===== src/rtl/apb_master_bridge.sv =====
// APB3 requester: turns a valid/ready command port into APB SETUP/ACCESS transfers, one response per command.
// Latency: accept cycle -> rsp_valid 3 cycles later with a zero-wait slave, +1 cycle per slave wait state.
// Backpressure: cmd_ready only in IDLE or on an ACCESS completion cycle; rsp_valid is a pulse with no backpressure.
module apb_master_bridge #(
    parameter int ADDR_WIDTH     = 4,
    parameter int DATA_WIDTH     = 4,
    parameter int TIMEOUT_CYCLES = 16
) (
    input  logic                  pclk,
    input  logic                  preset,
    input  logic                  cmd_valid,
    output logic                  cmd_ready,
    input  logic                  cmd_write,
    input  logic [ADDR_WIDTH-1:0] cmd_addr,
    input  logic [DATA_WIDTH-1:0] cmd_wdata,
    output logic                  rsp_valid,
    output logic [DATA_WIDTH-1:0] rsp_rdata,
    output logic                  rsp_err,
    output logic                  psel,
    output logic                  penable,
    output logic                  pwrite,
    output logic [ADDR_WIDTH-1:0] paddr,
    output logic [DATA_WIDTH-1:0] pwdata,
    input  logic [DATA_WIDTH-1:0] prdata,
    input  logic                  pready,
    input  logic                  pslverr
);

    // One spare bit so the counter can hold TIMEOUT_CYCLES itself without wrapping.
    localparam int CW = $clog2(TIMEOUT_CYCLES + 1) + 1;
    localparam logic [CW-1:0] WAIT_MAX  = CW'(TIMEOUT_CYCLES);
    localparam logic [CW-1:0] WAIT_LAST = (TIMEOUT_CYCLES > 0) ? CW'(TIMEOUT_CYCLES - 1) : '0;
    localparam bit            TO_EN     = (TIMEOUT_CYCLES > 0);

    typedef enum logic [1:0] {
        IDLE   = 2'd0,
        SETUP  = 2'd1,
        ACCESS = 2'd2
    } state_t;

    state_t                state_q, state_d;
    logic                  psel_q, psel_d;
    logic                  penable_q, penable_d;
    logic                  pwrite_q, pwrite_d;
    logic [ADDR_WIDTH-1:0] paddr_q, paddr_d;
    logic [DATA_WIDTH-1:0] pwdata_q, pwdata_d;
    logic                  rsp_valid_q, rsp_valid_d;
    logic [DATA_WIDTH-1:0] rsp_rdata_q, rsp_rdata_d;
    logic                  rsp_err_q, rsp_err_d;
    logic [CW-1:0]         wait_cnt_q, wait_cnt_d;
    logic                  accept;

    // Next-state, command acceptance, response capture and wait-state timeout.
    always_comb begin
        state_d     = state_q;
        pwrite_d    = pwrite_q;
        paddr_d     = paddr_q;
        pwdata_d    = pwdata_q;
        rsp_valid_d = 1'b0;
        rsp_rdata_d = rsp_rdata_q;
        rsp_err_d   = rsp_err_q;
        wait_cnt_d  = wait_cnt_q;
        cmd_ready   = 1'b0;
        accept      = 1'b0;

        case (state_q)
            IDLE: begin
                cmd_ready = 1'b1;
                if (cmd_valid) begin
                    accept  = 1'b1;
                    state_d = SETUP;
                end
            end
            SETUP: begin
                // Counter restarts for every ACCESS phase.
                wait_cnt_d = '0;
                state_d    = ACCESS;
            end
            ACCESS: begin
                if (pready) begin
                    cmd_ready   = 1'b1;
                    rsp_valid_d = 1'b1;
                    rsp_rdata_d = pwrite_q ? '0 : prdata;
                    rsp_err_d   = pslverr;
                    if (cmd_valid) begin
                        // Back-to-back: skip IDLE so psel never drops.
                        accept  = 1'b1;
                        state_d = SETUP;
                    end else begin
                        state_d = IDLE;
                    end
                end else begin
                    if (wait_cnt_q != WAIT_MAX) begin
                        wait_cnt_d = wait_cnt_q + 1'b1;
                    end
                    if (TO_EN && (wait_cnt_q == WAIT_LAST)) begin
                        // Slave never answered: abort and report an error.
                        state_d     = IDLE;
                        rsp_valid_d = 1'b1;
                        rsp_rdata_d = '0;
                        rsp_err_d   = 1'b1;
                    end
                end
            end
            default: state_d = IDLE;
        endcase

        if (accept) begin
            pwrite_d = cmd_write;
            paddr_d  = cmd_addr;
            pwdata_d = cmd_wdata;
        end

        psel_d    = (state_d != IDLE);
        penable_d = (state_d == ACCESS);
    end

    // State and registered APB/response outputs; reset aborts any transfer in flight.
    always_ff @(posedge pclk or posedge preset) begin
        if (preset) begin
            state_q     <= IDLE;
            psel_q      <= 1'b0;
            penable_q   <= 1'b0;
            pwrite_q    <= 1'b0;
            paddr_q     <= '0;
            pwdata_q    <= '0;
            rsp_valid_q <= 1'b0;
            rsp_rdata_q <= '0;
            rsp_err_q   <= 1'b0;
            wait_cnt_q  <= '0;
        end else begin
            state_q     <= state_d;
            psel_q      <= psel_d;
            penable_q   <= penable_d;
            pwrite_q    <= pwrite_d;
            paddr_q     <= paddr_d;
            pwdata_q    <= pwdata_d;
            rsp_valid_q <= rsp_valid_d;
            rsp_rdata_q <= rsp_rdata_d;
            rsp_err_q   <= rsp_err_d;
            wait_cnt_q  <= wait_cnt_d;
        end
    end

    assign psel      = psel_q;
    assign penable   = penable_q;
    assign pwrite    = pwrite_q;
    assign paddr     = paddr_q;
    assign pwdata    = pwdata_q;
    assign rsp_valid = rsp_valid_q;
    assign rsp_rdata = rsp_rdata_q;
    assign rsp_err   = rsp_err_q;

endmodule

===== config.mk =====
export PLATFORM = sky130hd
export DESIGN_NAME = apb_master_bridge
export DESIGN_NICKNAME = d
export VERILOG_FILES = /design/src/rtl/apb_master_bridge.sv
export SDC_FILE = /design/constraint.sdc
export NUM_CORES = 1
export LEC_CHECK = 0
export BUFFER_PORTS_ARGS = -buffer_cell sky130_fd_sc_hd__buf_2
export CELL_PAD_IN_SITES_DETAIL_PLACEMENT = 0
export CELL_PAD_IN_SITES_GLOBAL_PLACEMENT = 1
export CORE_ASPECT_RATIO = 0.6
export CORE_MARGIN = 1.5
export CORE_UTILIZATION = 39
export DETAILED_ROUTE_END_ITERATION = 7
export HOLD_SLACK_MARGIN = 0.06
export PLACE_DENSITY = 0.89
export SLEW_MARGIN = 20
export SYNTH_ARGS = -nofsm -noshare
export SYNTH_HDL_FRONTEND = slang
export SYNTH_SLANG_ARGS = --single-unit

===== constraint.sdc =====
create_clock -name pclk -period 1.9 [get_ports pclk]
set_clock_uncertainty 0.15 [all_clocks]
set_input_delay 0 -clock pclk [delete_from_list [all_inputs] [get_ports pclk]]
set_output_delay 0 -clock pclk [all_outputs]
set_load 0.02 [all_outputs]

==> qor.csv, run 1 <==
stage;metric;value;unit
global_route;grt_pass1_vias;977;
route;antenna_left;0;
timing;final_hold_viol_count;0;
timing;tightestPinTransition;517;ps
layout;area_delta_synth_final;34.1;%
timing;setup_viol;0;
power;powerDensity;1030;nW/µm²
synthesis;synth_area_leaders;dfrtp_1 51%, mux2_2 9.1%, nand2b_1 5.6%;
floorplanning;rows;15;
worst_setup_path;cp_slowest_cell;dfrtp_1;
floorplanning;die_h;46.7;µm
layout;final_common_cell;buf_2;
worst_setup_path;critical_path_required;1920;ps
worst_setup_path;rr_worst_depth;3;
clocking;cts_buffer_depth;2;
power;ir_worst_vdd;0.800;mV
worst_setup_path;path_cells;nand2b_1 > mux2_2 > o31a_1;
place;dpl_worst_slack;237;ps
hold_path;hp-class;input port to asynchronous set/reset pin;
global_route;grt.total_usage;0.191;
timing;slew_headroom;0.654;
synthesis;syn_area;1240;µm²
synthesis;synthCells;103;
run_status;outcome;completed;
route;vias;1025;
worst_setup_path;critPathMaxFanout;13;
layout;final_cell_mix;35 x buf_2, 25 x dfrtp_1, 17 x dlygate4sd3_1;
timing;fin_ws;191;ps
floorplanning;io_pins;36;
route;viasPerCell;5.20;
flow_run;timing.max_cap.violations;0;
place;placed_cells;176;
synthesis;synth_cell_types;38;
clocking;cts_resized;0;
synthesis;syn_avg_cell_area;12.0;µm²
clocking;cts_root_buf;clkbuf_8;
synthesis;ys_ff_latch;25;
worst_setup_path;arrival;1720;ps
route;detail_route.wl_per_cell;14.8;µm
layout;final_nets;176;
layout;layout.cells.non_filler;197;
synthesis;synth-seq-area-share;0.505;
worst_setup_path;slowest_delay;570;ps
clocking;clk_latency;270;ps
worst_setup_path;crit_path_end;rsp_err;
synthesis;syn-num-nets;123;
clocking;cts-buffers-inserted;3;
global_route;globalRouteOverflowTotal;0;
worst_setup_path;path_class;register to register;
layout;n_antenna_cell;0;
floorplanning;core_region_area;2950;µm²
worst_setup_path;reg2reg_from;state_q[0];
clocking;cts_tree;yes;
place;gp_congestion;0.806;
worst_setup_path;reg2reg_to;rsp_err;
clocking;cts_max_level;1;
timing;hold_ws;182;ps
route;dr.pass1.iters;4;
timing;finalSetupTns;0;ps
worst_setup_path;startpoint;state_q[0];
power;leakagePower;0.728;nW
place;dp_hpwl;1.80;mm
synthesis;ys_warn_count;0;
worst_setup_path;cp-end-kind;register;
clocking;cts.clk_slew.worst_paths;90;ps
global_route;grt_pass1_wl;4.84;mm
route;drt-total-wl;2.91;mm
layout;final_util;0.564;
worst_setup_path;startpoint_type;register;
clocking;hold_buffers;17;
timing;period_minus_slack;1710;ps
timing;rsz0062_at_grt;false;
floorplanning;die-area;3530;µm²
worst_setup_path;worst-r2r-setup-slack;190;ps
timing;max_freq;585;MHz
synthesis;synth_top_area_frac;0.505;
layout;layout-drive-gt1-share;0.361;
clocking;clkSinkCount;25;
place;io_buffers;35;
route;drc;0;
floorplanning;initial_core_util;0.420;
timing;report.final.slew_viol_count;0;
clocking;cts_setup_buffers;0;
global_route;antenna_found_initial;0;
route;drt_iter0_drc;107;
floorplanning;die_w;75.8;µm
global_route;grt_max_degree;26;
synthesis;synth_top_area_cell;dfrtp_1;
timing;finalCritPeriodShare;0.899;
power breakdown:
group	total (W)	leakage [nW]	internal, W	switching, W
sequential	0.000781	0.305	0.000656	0.000124
combinational	0.000593	0.397	0.000274	0.000319
clock	0.000337	0.0261	0.000154	0.000183
cells by family after synthesis:
group           share of synthesized area
compound gates                      0.160
buf+inv                            0.0414
fa+ha+maj                          0.0202
flops                               0.505
mux                                0.0909
simple gates                        0.183
metal layers:
metal | routed length, µm | vias up | global-route usage
met4 | 27 | 0 | 0.0536
met2 | 1380 | 43 | 0.301
met3 | 161 | 4 | 0.0460
met1 | 1350 | 490 | 0.262
li1 | - | 488 | -
met5 | 0 | - | 0
state kept, by name, indices dropped and copies added (netlist names):
signal      flops
pwdata          4
rsp_err         1
psel            1
rsp_rdata       4
pwrite          1
penable         1
paddr           4
state_q         2
rsp_valid       1
wait_cnt_q      6
critical path: cells and delay by family (launching register included):
kind | cells | cell delay [ps]
flip-flops | 1 | 570
AND/OR/NAND/NOR | 1 | 400
multiplexers | 1 | 380
AO/OA/AOI/OAI | 1 | 100
worst min-delay path by stage:
stage,start,endpoint,cells after the start
2_1_floorplan,preset,paddr[0],1
6_report,preset,paddr[3],4
4_1_cts,preset,pwdata[0],4
3_3_place_gp,preset,rsp_valid,3
5_1_grt,preset,wait_cnt_q[2],4
3_5_place_dp,preset,rsp_valid,3
area by class of cell:
| cell class | count | area, µm² |
|---|---|---|
| repair buffers | 53 | 353 |
| flip-flops and latches | 25 | 626 |
| clock inverters | 1 | 8.76 |
| inverters | 5 | 18.8 |
| well taps | 42 | 52.6 |
| multi-input cells | 68 | 562 |
| fillers | 238 | 1280 |
| clock buffers | 3 | 41.3 |
cell usage after synthesis (all sizes together):
master and n:
a31o 1, o41ai 1, o31ai 2, nor2b 1, o21ba 1, nand4bb 1
o21ai 6, nand2b 11, nand3 2, a41o 1, a22oi 4, and2 1
clkbuf 1, inv 5, nor3 2, o22ai 1, nor4b 2, dfrtp 25
o311ai 3, nand4b 1, nor2 1, a221o 2, nor3b 3, nand2 3
o21a 1, ha 2, buf 4, and4bb 1, or3 1, o31a 2
a21boi 1, mux2 10
stage by stage:
| step | total power, W | area, µm² |
|---|---|---|
| after global placement | 0.00132 | 1440 |
| final | 0.00171 | 1660 |
| after floorplan | 0.00116 | 1240 |
| after CTS | 0.00170 | 1660 |
| after detailed placement | 0.00135 | 1440 |
| after global routing | 0.00182 | 1660 |
Power figures use the tool's default switching activity.
==> run 2: changes to the inputs <==
- ABC_AREA: not set -> 1
- CORE_UTILIZATION: 39 -> 36
- PLACE_DENSITY: 0.89 -> 0.9
==> run 2 against run 1 <==
Against the previous run: via count grew 3.2%; global-route usage shrank 1.6 points; synthesized cell count grew 27%; sequential share of layout area shrank 0.56 points; clock-buffer cell count grew 1; final cell count grew 21%; first-iteration DRC count shrank 63%; critical path type unchanged.
==> qor.csv, run 2 <==
stage;metric;value;unit
hold_path;hp-class;input port to register;
timing;period_minus_slack;1820;ps
timing;tightestPinTransition;565;ps
place;postPlaceCellArea;1360;µm²
power;powerDensity;1020;nW/µm²
timing;fin_ws;76.5;ps
synthesis;synth-seq-area-share;0.551;
power;comb_power_share;0.385;
floorplanning;io_pins;36;
synthesis;synth_top_area_cell;dfrtp_1;
power;total_power;0.00172;W
place;dpl_worst_slack;462;ps
synthesis;syn-num-nets;151;
worst_setup_path;path_class;register to register;
layout;nFillCells;269;
clocking;cts_root_buf;clkbuf_8;
run_status;outcome;completed;
synthesis;yosys_most_used_dff;dfrtp_1;
global_route;grt.total_usage;0.175;
place;dp_hpwl;1.85;mm
clocking;cts_buffer_depth;2;
route;vias;1058;
layout;final_nets;218;
synthesis;synthCells;131;
synthesis;synth_top_family_by_area;simple AND/OR/NAND/NOR gates;
synthesis;synthAdderAreaFrac;0.0220;
synthesis;ys_warn_count;0;
global_route;grt_max_degree;26;
power;leakagePower;0.914;nW
synthesis;synth-xor-area-share;0.0154;
clocking;cts_tree;yes;
route;drt-total-wl;2.88;mm
synthesis;ys_ff_latch;25;
floorplanning;initial_core_util;0.388;
route;detail_route.wl_per_cell;12.1;µm
clocking;cts.clk_slew.worst_paths;90;ps
worst_setup_path;arrival;1880;ps
power;seq_power_share;0.434;
route;drt_iter0_drc;40;
global_route;globalRouteOverflowTotal;0;
worst_setup_path;critical_path_required;1960;ps
synthesis;yosys-top-cells-count;54 x nand2_1, 25 x dfrtp_1, 10 x inv_1;
timing;max_freq;548;MHz
synthesis;synth.most_common_cell;nand2_1;
timing;finalCritPeriodShare;0.960;
synthesis;synth_area_leaders;dfrtp_1 55%, nand2_1 18%, nand3_1 3.5%;
power;pwr-share-clk;0.181;
layout;largest_reg_flops;6;
global_route;antenna_found_initial;0;
layout;ff_latch_area;626;µm²
synthesis;synth_edf_count;0;
synthesis;syn_area;1140;µm²
floorplanning;die_w;75.5;µm
floorplanning;rows;15;
clocking;clkSinkCount;25;
global_route;grt_pass1_wl;4.34;mm
synthesis;synth_cell_types;21;
layout;final_util;0.576;
clocking;cts-buffers-inserted;3;
place;io_buffers;35;
floorplanning;die_h;46.5;µm
worst_setup_path;critPathMaxFanout;11;
synthesis;async_flop_share;1.00;
power;ir_worst_vdd;0.580;mV
layout;final_cell_mix;54 x nand2_1, 35 x buf_2, 28 x dlygate4sd3_1;
timing;setup_viol;0;
synthesis;syn_avg_cell_area;8.67;µm²
route;viasPerCell;4.43;
synthesis;synth.mux.area_fraction;0;
layout;area_delta_synth_final;48.5;%
synthesis;synthSimpleGateAreaFrac;0.313;
timing;finalSetupTns;0;ps
synthesis;synth_top_area_frac;0.551;
floorplanning;die-area;3510;µm²
layout;multi_input_area;453;µm²
worst_setup_path;worst-r2r-setup-slack;80;ps
clocking;cts_max_level;1;
timing;slew_headroom;0.623;
route;dr.pass1.iters;4;
floorplanning;core_region_area;2930;µm²
layout;final_area;1690;µm²
layout;regMostFlops;wait_cnt_q;
layout;n_antenna_cell;0;
worst_setup_path;startpoint_type;register;
flow_run;timing.max_cap.violations;0;
worst_setup_path;cp-end-kind;register;
timing;final_hold_viol_count;0;
hold_path;hold_depth;5;
power;power_switching;0.000637;W
place;gp_congestion;0.908;
layout;layout-drive-gt1-share;0.284;
route;antenna_left;0;
power;p_sw_frac;0.370;
clocking;clk_latency;270;ps
power;p_int;0.00108;W
layout;final_common_cell;nand2_1;
global_route;grt_pass1_vias;928;
route;drc;0;
clocking;cts_setup_buffers;0;
synthesis;synth_compound_area_frac;0.0441;
timing;report.final.slew_viol_count;0;
worst_setup_path;rr_worst_depth;6;
[run 2: worst paths after layout]
check                              from             to
max in group asynchronous        preset  wait_cnt_q[4]
max reg2reg                  state_q[1]      pwdata[2]
min                              pready     state_q[0]
min reg2reg                rsp_rdata[3]   rsp_rdata[3]
min in group asynchronous        preset   rsp_rdata[0]
max                          state_q[1]      pwdata[2]
[run 2: power groups by stage]
stage | combinational (W) | sequential (W) | clock (W)
detailed placement | 0.000562 | 0.000755 | 0
floorplan | 0.000237 | 0.000884 | 0
finish | 0.000663 | 0.000747 | 0.000311
global placement | 0.000549 | 0.000749 | 0
CTS | 0.000663 | 0.000747 | 0.000320
global route | 0.000734 | 0.000760 | 0.000336
[run 2: cell type report]
class	count	share of cell area
Sequential cell	25	0.371
Multi-Input combinational cell	92	0.269
Timing Repair Buffer	64	0.274
Clock buffer	4	0.0267
Tap cell	42	0.0312
Inverter	12	0.0282
[run 2: per-stage QoR]
| stage | std cells | hold WS [ps] |
|---|---|---|
| 6_report | 239 | 89.3 |
| 2_1_floorplan | 131 | -123 |
| 3_5_place_dp | 207 | -86.3 |
| 4_1_cts | 240 | 152 |
| 3_3_place_gp | 207 | -92.9 |
| 5_1_grt | 239 | 122 |
[run 2: per-layer routing]
layer  part of all wire  GRT usage  routed length (µm)
met5                  0          0                   0
met4             0.0080     0.0429                  23
met3              0.043     0.0394                 125
met2               0.47      0.272                1360
met1               0.48      0.248                1380
[run 2: logic make-up (layout without fill, tap and decap cells)]
logic type | after synthesis | in the layout
AND/OR/NAND/NOR | 81 | 81
flip-flops | 25 | 25
buffers and inverters | 14 | 80
AO/OA/AOI/OAI | 7 | 7
adder cells (fa/ha/maj) | 2 | 2
XOR/XNOR | 2 | 2
[run 2: worst max-delay path: stages (launching register included)]
cell           delay [ps]
dfrtp_1               420
a21oi_2               230
nand2_4               140
inv_4                 140
nand2_1                70
nand2_1                60
dlygate4sd3_1         550
[run 2: what timing repair did]
item	CTS	global route
setup endpoints to repair	0	11
hold buffers	29	0
gates resized for setup	0	3
endpoints found under the hold margin	46	0
